### src/rtl/serdes_pkg.sv
// ============================================================================
// serdes_pkg -- shared state encoding, bit-order constants and bit selection
// Rev 1.0
// ============================================================================
`default_nettype none

package serdes_pkg;

  typedef enum logic [0:0] {
    IDLE  = 1'b0,
    SHIFT = 1'b1
  } state_e;

  localparam logic ORDER_MSB_FIRST = 1'b0;
  localparam logic ORDER_LSB_FIRST = 1'b1;

  localparam int unsigned MAX_WIDTH = 64;

  // width is taken modulo 64; the wrap keeps a 64-bit word selecting correctly.
  function automatic logic bit_select(input logic [MAX_WIDTH-1:0] word,
                                      input logic [5:0]           width,
                                      input logic                 order,
                                      input logic [5:0]           k);
    logic [5:0] idx;
    if (order == ORDER_LSB_FIRST) begin
      idx = k;
    end else begin
      idx = width - 6'd1 - k;
    end
    return word[idx];
  endfunction

endpackage

`default_nettype wire

### src/rtl/piso_hold_buf.sv
// ============================================================================
// piso_hold_buf -- one-entry pending word register with full flag
// Rev 1.0
// ============================================================================
`default_nettype none

module piso_hold_buf #(
  parameter int WIDTH = 4
) (
  input  logic             clk,
  input  logic             rst,
  input  logic             load_en,
  input  logic             take_en,
  input  logic [WIDTH-1:0] din,
  output logic [WIDTH-1:0] dout,
  output logic             full
);

  logic [WIDTH-1:0] data_d, data_q;
  logic             full_d, full_q;

  always_comb begin
    data_d = data_q;
    full_d = full_q;
    if (take_en) begin
      full_d = 1'b0;
    end
    if (load_en) begin
      full_d = 1'b1;
      data_d = din;
    end
  end

  always_ff @(posedge clk) begin
    if (rst) begin
      data_q <= '0;
      full_q <= 1'b0;
    end else begin
      data_q <= data_d;
      full_q <= full_d;
    end
  end

  assign dout = data_q;
  assign full = full_q;

endmodule

`default_nettype wire

### src/rtl/piso_serializer.sv
// ============================================================================
// piso_serializer -- parallel-in serial-out transmitter, gapless back-to-back
// Rev 1.0
// ============================================================================
`default_nettype none

module piso_serializer
  import serdes_pkg::*;
#(
  parameter int WIDTH      = 4,
  parameter bit LSB_FIRST  = 1'b0,
  parameter bit IDLE_LEVEL = 1'b0
) (
  input  logic             clk,
  input  logic             rst,
  input  logic [WIDTH-1:0] load_data,
  input  logic             load_valid,
  output logic             load_ready,
  output logic             ser_out,
  output logic             ser_valid,
  output logic             ser_first,
  output logic             ser_last,
  output logic             busy
);

  localparam int               CNT_W = $clog2(WIDTH);
  localparam logic [CNT_W-1:0] LAST  = CNT_W'(WIDTH - 1);
  localparam logic             ORDER = LSB_FIRST ? ORDER_LSB_FIRST : ORDER_MSB_FIRST;

  state_e           state_d, state_q;
  logic [CNT_W-1:0] cnt_d, cnt_q;
  logic [WIDTH-1:0] word_d, word_q;
  logic             ser_out_d, ser_out_q;
  logic             ser_valid_d, ser_valid_q;
  logic             ser_first_d, ser_first_q;
  logic             ser_last_d, ser_last_q;

  logic             accept;
  logic             pend_load;
  logic             pend_take;
  logic             pend_full;
  logic [WIDTH-1:0] pend_data;

  piso_hold_buf #(
    .WIDTH (WIDTH)
  ) u_hold_buf (
    .clk     (clk),
    .rst     (rst),
    .load_en (pend_load),
    .take_en (pend_take),
    .din     (load_data),
    .dout    (pend_data),
    .full    (pend_full)
  );

  assign load_ready = !rst && !pend_full;
  assign accept     = load_valid && load_ready;

  always_comb begin
    state_d   = state_q;
    cnt_d     = cnt_q;
    word_d    = word_q;
    pend_load = 1'b0;
    pend_take = 1'b0;

    unique case (state_q)
      IDLE: begin
        if (accept) begin
          state_d = SHIFT;
          word_d  = load_data;
          cnt_d   = '0;
        end
      end
      SHIFT: begin
        if (cnt_q != LAST) begin
          cnt_d     = cnt_q + 1'b1;
          pend_load = accept;
        end else if (pend_full) begin
          word_d    = pend_data;
          cnt_d     = '0;
          pend_take = 1'b1;
        end else if (accept) begin
          // Last-bit edge with nothing pending: new word skips the buffer.
          word_d = load_data;
          cnt_d  = '0;
        end else begin
          state_d = IDLE;
          cnt_d   = '0;
        end
      end
      default: begin
        state_d = IDLE;
        cnt_d   = '0;
      end
    endcase
  end

  // Outputs are registered from next-state so bit 0 appears one edge after accept.
  always_comb begin
    ser_valid_d = (state_d == SHIFT);
    ser_out_d   = IDLE_LEVEL;
    ser_first_d = 1'b0;
    ser_last_d  = 1'b0;
    if (ser_valid_d) begin
      ser_out_d   = bit_select(MAX_WIDTH'(word_d), 6'(WIDTH), ORDER, 6'(cnt_d));
      ser_first_d = (cnt_d == '0);
      ser_last_d  = (cnt_d == LAST);
    end
  end

  always_ff @(posedge clk) begin
    if (rst) begin
      state_q     <= IDLE;
      cnt_q       <= '0;
      word_q      <= '0;
      ser_out_q   <= IDLE_LEVEL;
      ser_valid_q <= 1'b0;
      ser_first_q <= 1'b0;
      ser_last_q  <= 1'b0;
    end else begin
      state_q     <= state_d;
      cnt_q       <= cnt_d;
      word_q      <= word_d;
      ser_out_q   <= ser_out_d;
      ser_valid_q <= ser_valid_d;
      ser_first_q <= ser_first_d;
      ser_last_q  <= ser_last_d;
    end
  end

  assign ser_out   = ser_out_q;
  assign ser_valid = ser_valid_q;
  assign ser_first = ser_first_q;
  assign ser_last  = ser_last_q;
  assign busy      = (state_q == SHIFT) || pend_full;

endmodule

`default_nettype wire

### config.mk
export PLATFORM = sky130hd
export DESIGN_NAME = piso_serializer
export DESIGN_NICKNAME = d
export VERILOG_FILES = /design/src/rtl/serdes_pkg.sv /design/src/rtl/piso_hold_buf.sv /design/src/rtl/piso_serializer.sv
export SDC_FILE = /design/constraint.sdc
export NUM_CORES = 1
export LEC_CHECK = 0
export CAP_MARGIN = 20
export CORE_MARGIN = 4
export CORE_UTILIZATION = 45
export CTS_CLUSTER_DIAMETER = 120
export DETAILED_ROUTE_END_ITERATION = 10
export HOLD_SLACK_MARGIN = 0.06
export PLACE_DENSITY = 0.67
export SYNTH_ARGS = -nofsm -noshare
export SYNTH_HDL_FRONTEND = slang
export SYNTH_SLANG_ARGS = --single-unit
### constraint.sdc
create_clock -name clk -period 3.5 [get_ports clk]
set_input_delay 0.875 -clock clk [delete_from_list [all_inputs] [get_ports clk]]
set_output_delay 0.875 -clock clk [all_outputs]
set_load 0.05 [all_outputs]
Yosys cells after proc, flatten, opt, wreduce, memory -nomap -nowiden
Cells that the tools add are included.
{ "word_totals": {"mem_bits_ro": 0, "latchBits": 0, "ramBits": 0, "n_memories": 0, "reg_bits": 15} }
{ "op_classes": {"n_eq_ne": 2, "n_mul": 0, "n_lt_le_gt_ge": 1, "add_sub_neg": 2, "n_bitwise": 2, "div_mod_pow": 0, "reduce_logical": 8, "mux": 21, "shifts": 0} }
{ "op_table": {"columns": ["cell", "count"], "rows": [
  ["2-to-1 mux 4 bit", 3],
  ["2-to-1 mux 1 bit", 11],
  ["case mux 4 bit (2 select lines)", 1],
  ["< comparator 6 x 7 -> 1 bit, second input constant", 1],
  ["binary-select mux 1 bit (select 6 bit)", 1],
  ["2-to-1 mux 6 bit", 1],
  ["2-to-1 mux 2 bit", 2],
  ["case mux 2 bit (2 select lines)", 1],
  ["subtractor 2 x 2 -> 3 bit, first input constant", 1],
  ["adder 2 x 1 -> 2 bit, second input constant", 1],
  ["== test 2 bit, second input constant", 1],
  ["logical AND 1 bit", 2],
  ["zero test 1 bit", 2],
  ["zero test 2 bit", 1],
  ["inequality test 2 bit, second input constant", 1],
  ["inverter 1 bit", 2],
  ["case mux 1 bit (2 select lines)", 1],
  ["nonzero test 2 bit", 1],
  ["OR reduction 2 bit", 1],
  ["logical OR 1 bit", 1]
]} }

Longest topological paths before layout
Gate-level depths: netlist (run 1).
{ "depth": {"ltp_word": 10, "mapped_depth": 7, "ltp_nobuf": 6} }

By module
Synthesis (run 1) repeated with hierarchy kept, for this count alone.
{ "unflattened": {"hier_cells": 88, "hier_area_um2": 767.0} }
{ "by_module_without_submodules": {"columns": ["mod", "area_each_um2", "seq_area_each_um2", "cells_per_inst", "n_inst"], "rows": [
  ["piso_serializer", 585.6, 200.2, 71, 1],
  ["piso_hold_buf", 181.4, 100.1, 17, 1]
]} }

Worst setup path after synthesis (run 1)
No wires, ideal clock.
{ "synth_path": {"path_type": "input to output", "from": "in rst", "to": "out load_ready", "arrival_ps": 1718, "stages": 2, "n_path_buf": 1, "setup_slack_ps": 907, "required_time_ps": 2625, "path_cell_list": "clkbuf_1 > nor2_1"} }
{ "synth_between": {"elab_chain_len": 2} }
{ "synth_lines": {"columns": ["element", "line_no", "rtl"], "rows": [
  ["from (decl)", "piso_serializer.sv:15", "input logic rst,"],
  ["zero test 1 bit", "piso_serializer.sv:56", "assign load_ready = !rst && !pend_full;"],
  ["logical AND 1 bit", "piso_serializer.sv:56", null],
  ["to (decl)", "piso_serializer.sv:18", "output logic load_ready,"]
]} }
Every way passes these cells.

Worst setup path after layout (run 1)
Ends and elaborated chain as after synthesis.

==> key figures, run 1 <==
Critical path
  • CP max-delay cell: clkdlybuf4s50_1
  • Critical path fanouts, max: 14
  • Type of origin of the critical path: input pin
  • Worst Path Class, Setup: input pin to output pin
  • Critical path buffers and inverters: 3
  • Worst Path Arrival: 1.90 ns
  • Crit path required time: 2.62 ns
  • CP Capture Type: output pin
  • CP Cell Sequence: clkdlybuf4s50_1 -> buf_4 -> nor2_1 -> buf_12
  • Crit path max-delay family: buffers and inverters
  • CP peak stage delay: 0.46 ns

Global routing
  • Vias in the first global route: 562
  • GR Overflow Total: 0
  • Initial antenna violation count: 0
  • Largest net degree at the start of global routing: 15
  • First-pass GRT wire length: 2410 µm
  • GR Util All Layers: 0.127

Clock tree
  • CTS Sinks: 15
  • CTS Buf Count: 3
  • Worst-path clk slew: 0.09 ns
  • H-Tree Level Count: 1
  • Clock root buffer: clkbuf_4
  • Max clock buf depth: 2
  • Clock Latency Late Sink: 0.28 ns
  • CTS tree: done
  • Post-CTS setup buffer count: 0
  • Post-cts sizing count: 0
  • Hold_buf cts: 0

Cells and area
  • Area Growth Syn to Fin: 21.7%
  • Antenna cells: 0
  • Fillcell total: 141
  • Nets: 109
  • Layout cells sized above 1: 0.120

Timing
  • Setup WS post-layout: 0.727 ns
  • Setup violators final: 0
  • RSZ-0062 raised after global routing: no
  • Min Tclk post-route: 2.77 ns
  • Max-slew violations: 0
  • Rel. slew slack: 0.656
  • Final Hold Vio Count: 0
  • Total negative setup slack: 0 ns
  • Tcrit/Tclk final: 0.792
  • Setup Skew: 0.00600 ns
  • Fmax: 0.361 GHz
  • Tightest Pin Transition: 0.515 ns

Yosys
  • Yosys top cell area share: 0.400
  • Yosys Warn Count: 0
  • Synth async-reset ratio: 0
  • Unique masters post-synth: 33
  • Seq/Total Area, Yosys: 0.400
  • Gate Count Post-Synth: 87
  • Top_reg_cell synth: dfxtp_1
  • Synthesized area: 751 µm²
  • Mean post-synth cell area: 8.63 µm²
  • Largest area contributor in the netlist: dfxtp_1
  • Post-Syn Nets: 95
  • EDFF count, synth: 0
  • Synth area leaders: dfxtp_1 (40%), a21oi_1 (4.7%), mux2i_1 (4.0%)
  • Synthesized flop and latch total: 15

Floorplanning
  • Core ar.: 1540 µm²
  • Rows: 14
  • IO Pins: 13
  • Die Y-Extent: 48.8 µm
  • Die Footprint: 2390 µm²
  • Initial core utilization: 0.487
  • DIE WIDTH: 48.8 µm

Run
  • Max cap viols: 0

Detailed routing
  • Residual DRC count: 0
  • Detailed Route WL: 1430 µm
  • Vias per cell: 5.41
  • First DRT Iteration DRCs: 7
  • Via count: 628
  • Detail Route Antenna Nets: 0
  • DR pass1 iterations: 4
  • Drt wl/cell: 12.3 µm

Placed design
  • Pre-CTS WS: 0.733 ns
  • Post-DP HPWL: 1080 µm
  • Placer Congestion: 0.777
  • I/O Buffers: 12

Power
  • Maximum VDD drop: 0.000205 V
  • Lkg Pwr: 0.000330 µW
  • Pwr Density: 425 nW/µm²

Status
  • Status: completed

Worst hold path
  • Min-Delay Path Class: register to register
==> cell families after synthesis <==
family	count (synthesis)	synth area share
AO/OA/AOI/OAI	25	0.238
multiplexers	3	0.0400
flip-flops	15	0.400
AND/OR/NAND/NOR	35	0.252
adder cells (fa/ha/maj)	1	0.0167
buffers and inverters	8	0.0533
==> per-stage QoR <==
stage	utilization	cells	cell area (µm²)	hold slack [ns]	total power (µW)
CTS	0.593	116	913	0.467	391
finish	0.593	116	913	0.463	388
global placement	0.575	112	887	0.449	294
detailed placement	0.575	112	887	0.454	294
floorplan	-	87	751	0.437	263
global route	0.593	116	913	0.485	411
==> cells in the final DEF, fill, tap and decap left out, types with 2 or more instances in the layout <==
cell             instances
and2_1                   3
a32oi_1                  2
buf_4                    2
mux2i_1                  3
inv_1                    3
nand3_1                  5
a21oi_1                  7
nand2b_1                 2
nor2_1                   8
o21a_1                   3
o21ai_0                  3
or2b_1                   2
nand2_1                  8
clkbuf_4                 3
clkdlybuf4s50_1         11
dfxtp_1                 15
o22ai_1                  2
==> Yosys cell counts, drive strengths merged, types with 2 or more instances <==
cell type and number:
nand3 5, nand2b 2, dfxtp 15, or2b 2, mux2i 3, and2 3, nand2 8, clkbuf 2
o21ai 4, o21a 4, a32oi 2, a21oi 7, nor2 9, buf 3, o22ai 2, inv 3
==> worst paths after layout <==
check | from | end | slack [ns] | cells after the start
setup / recovery | rst | load_ready | 0.73 | 4
hold / removal | u_hold_buf.dout[1] | u_hold_buf.dout[1] | 0.46 | 2
setup reg to reg | u_hold_buf.full | ser_out | 1.71 | 5
hold reg to reg | u_hold_buf.dout[1] | u_hold_buf.dout[1] | 0.46 | 2
==> area by class of cell <==
class	count	area (µm²)	area share
flip-flops and latches	15	300	0.329
clock buffers	4	26.3	0.0288
multi-input cells	64	410	0.449
repair buffers	14	145	0.159
inverters	3	11.3	0.0123
well taps	16	20.0	0.0219
==> state kept, by name (all words and copies together) (netlist names) <==
name	flops
ser_out	1
ser_first	1
u_hold_buf.full	1
u_hold_buf.dout	4
ser_last	1
ser_valid	1
cnt_q	2
word_q	4
==> worst reg2reg max path, cell delays in order, from the launching register on <==
cell and delay (ns):
dfxtp_1 0.46, nor3b_4 0.53, mux2i_1 0.15, o21a_1 0.20
a22o_1 0.22, a211oi_2 0.17
==> per-layer routing <==
layer,up-vias,share of wire,GRT usage
met3,5,0.048,0.0275
met5,-,0,0
li1,331,-,-
met2,12,0.42,0.176
met1,280,0.51,0.174
met4,0,0.027,0.0807
==> report_power, final <==
| group | switching [µW] | internal [µW] |
|---|---|---|
| logic | 54.5 | 43.6 |
| registers | 10.6 | 181 |
| clock network | 54.2 | 44.2 |
(Power assumes the default switching activity.)
==> inputs of run 2 (changes only) <==
--- a/config.mk
+++ b/config.mk
@@ -11,7 +11,7 @@
 export CTS_CLUSTER_DIAMETER = 120
 export DETAILED_ROUTE_END_ITERATION = 10
 export HOLD_SLACK_MARGIN = 0.06
-export PLACE_DENSITY = 0.67
+export PLACE_DENSITY = 0.69
 export SYNTH_ARGS = -nofsm -noshare
 export SYNTH_HDL_FRONTEND = slang
 export SYNTH_SLANG_ARGS = --single-unit
==> constraint.sdc (replaced) <==
create_clock -name clk -period 2.55 [get_ports clk]
set_input_delay 0.6375 -clock clk [delete_from_list [all_inputs] [get_ports clk]]
set_output_delay 0.6375 -clock clk [all_outputs]
set_load 0.05 [all_outputs]
==> key figures, run 2 (same netlist as run 1, synthesis figures left out) <==
Clock tree
  • Clock root buffer: clkbuf_4 (unchanged)
  • Post-CTS setup buffer count: 0 (unchanged)
  • Post-cts sizing count: 0 (unchanged)
  • CTS tree: done (unchanged)
  • H-Tree Level Count: 1 (unchanged)
  • Clock Latency Late Sink: 0.29 ns (was 0.28 ns)
  • Max clock buf depth: 2 (unchanged)
  • Worst-path clk slew: 0.10 ns (was 0.09 ns)
  • Hold_buf cts: 0 (unchanged)
  • CTS Buf Count: 3 (unchanged)
  • CTS Sinks: 15 (unchanged)

Floorplanning
  • Rows: 14 (unchanged)
  • Die Footprint: 2390 µm² (unchanged)
  • Initial core utilization: 0.487 (unchanged)
  • Core ar.: 1540 µm² (unchanged)
  • Die Y-Extent: 48.8 µm (unchanged)
  • IO Pins: 13 (unchanged)
  • DIE WIDTH: 48.8 µm (unchanged)

Critical path
  • Worst Path Class, Setup: register to output pin (was input pin to output pin)
  • Worst Path Arrival: 1.58 ns (was 1.90 ns)
  • Type of origin of the critical path: register (was input pin)
  • CP Capture Type: output pin (unchanged)
  • Worst reg2reg setup slack: 0.76 ns (was 1.71 ns)
  • Critical path fanouts, max: 2 (was 14)
  • Crit path required time: 1.91 ns (was 2.62 ns)

Placed design
  • Post-DP HPWL: 1200 µm (was 1080 µm)
  • Area after DPL: 902 µm² (was 887 µm²)
  • Placer Congestion: 0.780 (was 0.777)
  • Pre-CTS WS: 0.0571 ns (was 0.733 ns)
  • I/O Buffers: 12 (unchanged)
  • Post-Place Cells: 114 (was 112)

Timing
  • Fmax: 0.451 GHz
  • Min Tclk post-route: 2.22 ns
  • Tightest Pin Transition: 0.511 ns (was 0.515 ns)
  • Setup Skew: 0.00765 ns (was 0.00600 ns)
  • RSZ-0062 raised after global routing: no (unchanged)
  • Setup violators final: 0 (unchanged)
  • Max-slew violations: 0 (unchanged)
  • Tcrit/Tclk final: 0.869
  • Setup WS post-layout: 0.334 ns (was 0.727 ns)
  • Rel. slew slack: 0.658 (was 0.656)
  • Final Hold Vio Count: 0 (unchanged)
  • Total negative setup slack: 0 ns (unchanged)

Global routing
  • Vias in the first global route: 642 (was 562)
  • GR Overflow Total: 0 (unchanged)
  • First-pass GRT wire length: 2670 µm (was 2410 µm)
  • Largest net degree at the start of global routing: 14 (was 15)
  • GR Util All Layers: 0.141 (was 0.127)
  • Initial antenna violation count: 0 (unchanged)

Cells and area
  • Most common cell after layout, fill and taps aside: dfxtp_1 (unchanged)
  • Nets: 111 (was 109)
  • Highest-count cells in the layout ignoring fill and taps: dfxtp_1 (15), clkdlybuf4s50_1 (11), nor2_1 (8), nand2_1 (8), a21oi_1 (7) (unchanged)
  • Post-Layout Inst Area: 932 µm² (was 913 µm²)
  • Layout cells sized above 1: 0.147 (was 0.120)
  • Fillcell total: 141 (unchanged)
  • Area Growth Syn to Fin: 24.2% (was 21.7%)
  • Non-filler cells, final: 118 (was 116)
  • Antenna cells: 0 (unchanged)

Detailed routing
  • Detail Route Antenna Nets: 0 (unchanged)
  • DR pass1 iterations: 4 (unchanged)
  • Via count: 656 (was 628)
  • Residual DRC count: 0 (unchanged)
  • First DRT Iteration DRCs: 12 (was 7)
  • Vias per cell: 5.56 (was 5.41)
  • Drt wl/cell: 13.2 µm (was 12.3 µm)
  • Detailed Route WL: 1550 µm (was 1430 µm)

Worst hold path
  • Min-Delay Path Class: register to register (unchanged)

Power
  • Maximum VDD drop: 0.000344 V (was 0.000205 V)
  • Pwr Density: 583 nW/µm² (was 425 nW/µm²)
  • Lkg Pwr: 0.000340 µW (was 0.000330 µW)

Run
  • Max cap viols: 0 (unchanged)

Status
  • Status: completed (unchanged)
## run 2: changes by cell type in the layout (fill, tap and decap cells not counted)
cell and delta:
clkinvlp_4 +1, clkbuf_1 -1, buf_4 +2
## run 2: power by group
part           internal, µW  switching, µW
combinational          63.0           84.2
clock                  59.6           79.9
sequential              248           8.02
## run 2: layout make-up
cell class | instances | area [µm²] | area share
flip-flops and latches | 15 | 300 | 0.322
well taps | 16 | 20.0 | 0.0215
clock inverters | 1 | 7.51 | 0.00805
repair buffers | 16 | 160 | 0.172
multi-input cells | 64 | 410 | 0.440
clock buffers | 3 | 22.5 | 0.0242
inverters | 3 | 11.3 | 0.0121
## run 2: path summary, 6_finish.rpt
check                           from                 end  cells after the start
hold reg to reg   u_hold_buf.dout[0]  u_hold_buf.dout[0]                      2
setup / recovery     u_hold_buf.full                busy                      2
setup reg to reg            cnt_q[0]             ser_out                      6
hold / removal    u_hold_buf.dout[0]  u_hold_buf.dout[0]                      2
## run 2: critical path: stages (launching register included)
cell             delay, ns
dfxtp_1               0.32
or2_2                 0.28
clkdlybuf4s50_1       0.70
## run 2: layer usage
layer	vias to the layer above	GRT usage	part of all wire
met4	0	0.0404	0.011
met1	292	0.181	0.47
met5	-	0	0
met2	21	0.215	0.45
li1	341	-	-
met3	2	0.0581	0.068
## run 2: per-stage QoR
| stage | hold WS [ns] | total power [µW] | utilization |
|---|---|---|---|
| 2_1_floorplan | 0.437 | 361 | - |
| 3_3_place_gp | 0.449 | 408 | 0.585 |
| 3_5_place_dp | 0.455 | 409 | 0.585 |
| 4_1_cts | 0.472 | 549 | 0.605 |
| 5_1_grt | 0.500 | 576 | 0.605 |
| 6_report | 0.469 | 543 | 0.605 |
==> inputs of run 3 (changes only) <==
--- a/config.mk
+++ b/config.mk
@@ -5,7 +5,6 @@
 export SDC_FILE = /design/constraint.sdc
 export NUM_CORES = 1
 export LEC_CHECK = 0
-export CAP_MARGIN = 20
 export CORE_MARGIN = 4
 export CORE_UTILIZATION = 45
 export CTS_CLUSTER_DIAMETER = 120
==> results of run 3 <==
Same layout as run 2: the final DEF is identical, and so are final timing and power.
